==> src/rtl/mc_processor_core.sv <==
// Multi-cycle MIPS-subset core with one shared memory port using a req/ready handshake.
// A sequencing FSM steps through fetch, decode, execute, memory and writeback, and it traps on illegal encodings.
module mc_processor_core #(
    parameter int unsigned     XLEN     = 32,
    parameter int unsigned     NREGS    = 32,
    parameter logic [XLEN-1:0] PC_RESET = '0
) (
    input  logic            Clk,
    input  logic            Rst,
    output logic            Mem_Req,
    output logic            Mem_We,
    output logic [XLEN-1:0] Mem_Addr,
    output logic [XLEN-1:0] Mem_WData,
    input  logic            Mem_Ready,
    input  logic [XLEN-1:0] Mem_RData,
    output logic            Retire,
    output logic [XLEN-1:0] Retire_PC,
    output logic            Trap
);

    localparam int unsigned RW = (NREGS > 1) ? $clog2(NREGS) : 1;

    localparam logic [5:0] OP_RTYPE = 6'h00;
    localparam logic [5:0] OP_J     = 6'h02;
    localparam logic [5:0] OP_BEQ   = 6'h04;
    localparam logic [5:0] OP_ADDI  = 6'h08;
    localparam logic [5:0] OP_LW    = 6'h23;
    localparam logic [5:0] OP_SW    = 6'h2B;

    localparam logic [5:0] FN_ADD = 6'h20;
    localparam logic [5:0] FN_SUB = 6'h22;
    localparam logic [5:0] FN_AND = 6'h24;
    localparam logic [5:0] FN_OR  = 6'h25;
    localparam logic [5:0] FN_SLT = 6'h2A;

    typedef enum logic [2:0] {
        S_FETCH  = 3'd0,
        S_DECODE = 3'd1,
        S_EXEC   = 3'd2,
        S_MEM    = 3'd3,
        S_WB     = 3'd4,
        S_TRAP   = 3'd5
    } state_t;

    state_t          state, state_n;
    logic [XLEN-1:0] pc, pc_n;
    logic [31:0]     ir, ir_n;
    logic [XLEN-1:0] ir_pc, ir_pc_n;
    logic [XLEN-1:0] a, a_n, b, b_n;
    logic [XLEN-1:0] alu_out, alu_n;
    logic [XLEN-1:0] mdr, mdr_n;
    logic [XLEN-1:0] rf [NREGS];

    logic            rf_we;
    logic [RW-1:0]   rf_wa;
    logic [XLEN-1:0] rf_wd;

    logic            mem_req_n, mem_we_n, retire_n, trap_n;
    logic [XLEN-1:0] mem_addr_n, mem_wdata_n, retire_pc_n;

    // Instruction fields
    logic [5:0]      op, funct;
    logic [RW-1:0]   rs, rt, rd;
    logic [XLEN-1:0] imm;
    logic            legal;

    assign op    = ir[31:26];
    assign funct = ir[5:0];
    assign rs    = ir[21 +: RW];
    assign rt    = ir[16 +: RW];
    assign rd    = ir[11 +: RW];
    assign imm   = {{(XLEN-16){ir[15]}}, ir[15:0]};

    always_comb begin
        legal = 1'b0;
        case (op)
            OP_RTYPE: begin
                case (funct)
                    FN_ADD, FN_SUB, FN_AND, FN_OR, FN_SLT: legal = 1'b1;
                    default:                               legal = 1'b0;
                endcase
            end
            OP_J, OP_BEQ, OP_ADDI, OP_LW, OP_SW: legal = 1'b1;
            default:                             legal = 1'b0;
        endcase
    end

    // State register
    always_ff @(posedge Clk) begin
        if (Rst) state <= S_FETCH;
        else     state <= state_n;
    end

    // Next state, datapath updates and registered-output next values
    always_comb begin
        state_n     = state;
        pc_n        = pc;
        ir_n        = ir;
        ir_pc_n     = ir_pc;
        a_n         = a;
        b_n         = b;
        alu_n       = alu_out;
        mdr_n       = mdr;
        rf_we       = 1'b0;
        rf_wa       = '0;
        rf_wd       = '0;
        retire_n    = 1'b0;
        mem_we_n    = Mem_We;
        mem_addr_n  = Mem_Addr;
        mem_wdata_n = Mem_WData;

        case (state)
            S_FETCH: begin
                if (Mem_Req && Mem_Ready) begin
                    ir_n    = Mem_RData[31:0];
                    ir_pc_n = pc;
                    pc_n    = pc + XLEN'(4);
                    state_n = S_DECODE;
                end
            end
            S_DECODE: begin
                a_n = rf[rs];
                b_n = rf[rt];
                if (!legal) begin
                    state_n = S_TRAP;
                end else if (op == OP_J) begin
                    pc_n     = {pc[XLEN-1:28], ir[25:0], 2'b00};
                    retire_n = 1'b1;
                    state_n  = S_FETCH;
                end else begin
                    state_n = S_EXEC;
                end
            end
            S_EXEC: begin
                case (op)
                    OP_BEQ: begin
                        if (a == b) pc_n = pc + {imm[XLEN-3:0], 2'b00};
                        retire_n = 1'b1;
                        state_n  = S_FETCH;
                    end
                    OP_LW, OP_SW: begin
                        alu_n   = a + imm;
                        state_n = S_MEM;
                    end
                    OP_ADDI: begin
                        alu_n   = a + imm;
                        state_n = S_WB;
                    end
                    default: begin
                        case (funct)
                            FN_SUB:  alu_n = a - b;
                            FN_AND:  alu_n = a & b;
                            FN_OR:   alu_n = a | b;
                            FN_SLT:  alu_n = XLEN'($signed(a) < $signed(b));
                            default: alu_n = a + b;
                        endcase
                        state_n = S_WB;
                    end
                endcase
            end
            S_MEM: begin
                if (Mem_Req && Mem_Ready) begin
                    if (op == OP_SW) begin
                        retire_n = 1'b1;
                        state_n  = S_FETCH;
                    end else begin
                        mdr_n   = Mem_RData;
                        state_n = S_WB;
                    end
                end
            end
            S_WB: begin
                rf_we    = 1'b1;
                rf_wa    = (op == OP_RTYPE) ? rd : rt;
                rf_wd    = (op == OP_LW) ? mdr : alu_out;
                retire_n = 1'b1;
                state_n  = S_FETCH;
            end
            default: state_n = S_TRAP;
        endcase

        // Memory outputs follow the state being entered so they are valid on its first cycle
        mem_req_n = (state_n == S_FETCH) || (state_n == S_MEM);
        if (state_n == S_FETCH) begin
            mem_we_n   = 1'b0;
            mem_addr_n = pc_n;
        end else if (state_n == S_MEM) begin
            mem_we_n   = (op == OP_SW);
            mem_addr_n = alu_n;
            if (op == OP_SW) mem_wdata_n = b;
        end
        retire_pc_n = retire_n ? ir_pc : Retire_PC;
        trap_n      = (state_n == S_TRAP);
    end

    // Datapath, register file and output registers
    always_ff @(posedge Clk) begin
        if (Rst) begin
            pc        <= PC_RESET;
            ir        <= '0;
            ir_pc     <= '0;
            a         <= '0;
            b         <= '0;
            alu_out   <= '0;
            mdr       <= '0;
            Mem_Req   <= 1'b0;
            Mem_We    <= 1'b0;
            Mem_Addr  <= '0;
            Mem_WData <= '0;
            Retire    <= 1'b0;
            Retire_PC <= '0;
            Trap      <= 1'b0;
            for (int i = 0; i < int'(NREGS); i++) rf[i] <= '0;
        end else begin
            pc        <= pc_n;
            ir        <= ir_n;
            ir_pc     <= ir_pc_n;
            a         <= a_n;
            b         <= b_n;
            alu_out   <= alu_n;
            mdr       <= mdr_n;
            Mem_Req   <= mem_req_n;
            Mem_We    <= mem_we_n;
            Mem_Addr  <= mem_addr_n;
            Mem_WData <= mem_wdata_n;
            Retire    <= retire_n;
            Retire_PC <= retire_pc_n;
            Trap      <= trap_n;
            if (rf_we && (rf_wa != '0)) rf[rf_wa] <= rf_wd;
        end
    end

endmodule

==> config.mk <==
export PLATFORM = sky130hd
export DESIGN_NAME = mc_processor_core
export DESIGN_NICKNAME = d
export VERILOG_FILES = /design/src/rtl/mc_processor_core.sv
export SDC_FILE = /design/constraint.sdc
export NUM_CORES = 2
export LEC_CHECK = 0
export BUFFER_PORTS_ARGS = -buffer_cell sky130_fd_sc_hd__buf_4
export CORE_MARGIN = 2
export CORE_UTILIZATION = 40
export CTS_CLUSTER_DIAMETER = 60
export DETAILED_ROUTE_END_ITERATION = 10
export PLACE_DENSITY = 0.52
export SYNTH_ARGS = -nofsm -noshare
export SYNTH_HDL_FRONTEND = slang
export SYNTH_SLANG_ARGS = --single-unit
==> constraint.sdc <==
create_clock -name Clk -period 6.7 [get_ports Clk]
set_input_delay 1.005 -clock Clk [delete_from_list [all_inputs] [get_ports Clk]]
set_output_delay 1.005 -clock Clk [all_outputs]
set_load 0.02 [all_outputs]
==> insert_results.sql <==
INSERT INTO impl_metrics (metric_group, metric, value, unit) VALUES
('outcome', 'outcome', 'finished, final reports clean', ''),
('critical_path', 'worstSetupStartpointType', 'flip-flop', ''),
('drt', 'route.vias.total', '53280', ''),
('grt', 'grt_pass1_wl', '390700', 'µm'),
('synth', 'dominant_cell_type_by_area_after_synthesis', 'sky130_fd_sc_hd__edfxtp_1', ''),
('final_layout', 'area.growth.synth_to_final', '11.67', '%'),
('grt', 'grt_max_degree', '131', ''),
('critical_path', 'critical_path.endpoint_type', 'flip-flop', ''),
('synth', 'async_flop_share', '0', '%'),
('drt', 'wl_per_cell', '32.65', 'µm'),
('synth', 'synth-seq-cells', '1351', ''),
('die', 'initial_utilization', '40.15', '%'),
('critical_path', 'criticalPathCategory', 'reg2reg', ''),
('power_and_ir_drop', 'p_switching', '6.884', 'mW'),
('die', 'placeableCoreArea', '182500', 'µm²'),
('drt', 'via_per_inst', '6.275', ''),
('final_layout', 'filler_cell_count_in_the_final_layout', '16620', ''),
('timing', 'drv_slew', '0', ''),
('synth', 'synth.distinct_cells', '116', ''),
('place', 'port_buffers', '134', ''),
('drt', 'drt-initial-drc-count', '6976', ''),
('critical_path', 'crit_chain', 'nor3_1, nand2_2, mux2i_1, nor2_1, nor3_1, nor3_1, nand2_2, nand2_2', ''),
('drt', 'routed_wirelength', '277300', 'µm'),
('synth', 'synthCells', '6049', ''),
('timing', 'final_min_period_over_clock_period', '78.00', '%'),
('critical_path', 'setup.worst_path.start', 'ir[29]', ''),
('power_and_ir_drop', 'worst_ir_drop_vdd', '0.2016', 'mV'),
('cts', 'cts.sinks', '1351', ''),
('grt', 'overflow', '0', ''),
('final_layout', 'multi_input_area', '33590', 'µm²'),
('power_and_ir_drop', 'cellPowerDensity', '278.5', 'nW/µm²'),
('cts', 'clock_latency_late_sink', '0.84', 'ns'),
('place', 'dp.cells', '8194', ''),
('drt', 'number_of_remaining_drc_errors', '0', ''),
('final_layout', 'layout.cells.most_common', 'sky130_fd_sc_hd__nor2_1', ''),
('cts', 'clkTransAtPathRegs', '0.06', 'ns'),
('timing', 'final-hold-violation-count', '0', ''),
('synth', 'synth.yosys.warnings', '0', ''),
('synth', 'synth_edf_count', '1024', ''),
('place', 'dpl.hpwl', '183900', 'µm'),
('critical_path', 'critical_path.reg2reg.startpoint', 'ir[29]', ''),
('grt', 'grt_pass1_vias', '51690', ''),
('final_layout', 'finalNetCount', '6168', ''),
('cts', 'cts.root.buffer_cell', 'sky130_fd_sc_hd__clkbuf_16', ''),
('final_layout', 'final_cell_count_no_fill', '8492', ''),
('synth', 'postSynth.topFlopCell', 'sky130_fd_sc_hd__edfxtp_1', ''),
('power_and_ir_drop', 'cell_leakage_power', '26.53', 'nW'),
('timing', 'finalWorstPathRequiredPeriod', '5.226', 'ns'),
('critical_path', 'critPathMaxFanout', '33', ''),
('critical_path', 'timing.critical_path.arrival', '5.64', 'ns'),
('flow_run', 'max_cap_viol_count', '0', ''),
('synth', 'synth_area_leaders', 'sky130_fd_sc_hd__edfxtp_1, sky130_fd_sc_hd__mux4_2, sky130_fd_sc_hd__dfxtp_1', ''),
('timing', 'final.setup.worst_slack', '1.474', 'ns'),
('power_and_ir_drop', 'pwr-share-seq', '42.4', '%'),
('cts', 'tritoncts', 'done', ''),
('drt', 'ant_nets', '0', ''),
('final_layout', 'final_layout_size_suffix_gt1_share', '21.80', '%'),
('synth', 'syn_area', '73270', 'µm²'),
('power_and_ir_drop', 'clock_network_fraction_of_total_power', '39.0', '%'),
('cts', 'postCtsResizedCells', '0', ''),
('timing', 'finalSetupTns', '0', 'ns'),
('timing', 'max_clock_freq', '191.4', 'MHz'),
('critical_path', 'critical_path.max_stage_delay', '1.09', 'ns'),
('synth', 'syn_area_per_cell', '12.11', 'µm²'),
('min_path', 'worst_hold_class', 'in2reg', ''),
('power_and_ir_drop', 'switching_share', '30.21', '%'),
('die', 'die_y', '432.0', 'µm'),
('timing', 'timing.clock.skew', '0.04812', 'ns'),
('min_path', 'hold_path_startpoint', 'Mem_RData[23]', ''),
('final_layout', 'final-seq-area', '37330', 'µm²'),
('critical_path', 'cp_data_required_time', '7.12', 'ns');
==> kinds of logic after synthesis <==
group | share of synthesized area (%)
other cells | 0.005118
mux | 21.59
simple gates | 11.66
compound gates | 8.441
xor+xnor | 0.8607
buf+inv | 3.752
fa+ha+maj | 2.790
flops | 50.90
==> cell usage after synthesis, types with 42 or more instances <==
cell type                  count
sky130_fd_sc_hd__a211oi_1     86
sky130_fd_sc_hd__a21o_1       42
sky130_fd_sc_hd__a21oi_1     361
sky130_fd_sc_hd__buf_1        59
sky130_fd_sc_hd__buf_2        66
sky130_fd_sc_hd__clkbuf_1    383
sky130_fd_sc_hd__dfxtp_1     327
sky130_fd_sc_hd__edfxtp_1   1024
sky130_fd_sc_hd__ha_1        157
sky130_fd_sc_hd__inv_1       142
sky130_fd_sc_hd__mux2i_1     102
sky130_fd_sc_hd__mux4_2      640
sky130_fd_sc_hd__nand2_1     570
sky130_fd_sc_hd__nand3_1      53
sky130_fd_sc_hd__nor2_1     1222
sky130_fd_sc_hd__o21ai_0     127
sky130_fd_sc_hd__xnor2_1      51
==> power groups by stage <==
stage               sequential, mW  clock (mW)  combinational [mW]
floorplan                     9.65           0                2.78
global placement              9.82           0                4.16
detailed placement            9.84           0                4.16
CTS                           9.66        8.97                4.17
global route                  9.70        9.29                4.45
finish                        9.67        8.88                4.24
==> through the flow <==
stage,power (mW),hold WS (ns),cell area [µm²]
global route,23.43,0.4261,81820
CTS,22.81,0.3978,81810
detailed placement,14.00,0.4440,76480
floorplan,12.43,0.4270,73380
finish,22.79,0.4358,81820
global placement,13.97,0.4407,76480
==> flip-flops by register name, summed over array words and instances, names as in the netlist <==
name       count
pc            32
Retire         1
Mem_WData     32
Mem_We         1
a             32
ir            32
alu_out       32
mdr           32
Mem_Addr      32
ir_pc         32
rf          1024
b             32
Trap           1
Mem_Req        1
Retire_PC     32
state          3
==> final timing paths <==
| check | to | slack [ns] | cells past startpoint |
|---|---|---|---|
| setup / recovery | rf[20][19] | 1.47 | 8 |
| hold / removal | ir[23] | 0.44 | 3 |
| setup reg to reg | rf[20][19] | 1.47 | 8 |
| hold reg to reg | Retire_PC[5] | 0.45 | 2 |
==> final cells by class <==
cell class | instances | share of cell area (%)
multi-input cells | 4059 | 41.05
clock buffers | 199 | 5.235
inverters | 143 | 0.6560
flip-flops and latches | 1351 | 45.63
repair buffers | 256 | 2.496
clock inverters | 97 | 1.280
well taps | 2385 | 3.647
diodes | 2 | 0.006117
==> metal layers <==
metal	vias to the layer above	track usage (%)	share of wire, %
li1	22480	-	-
met1	27390	38.88	39
met2	2777	47.03	47
met3	625	5.836	8.9
met4	12	13.11	5.1
met5	-	0	0.028
==> worst max-delay path: cells and delay by family, from the launching register on <==
family	cells	cell delay, ns
mux	1	0.21
simple gates	7	4.16
flops	1	0.41
(Power assumes the default switching activity.)
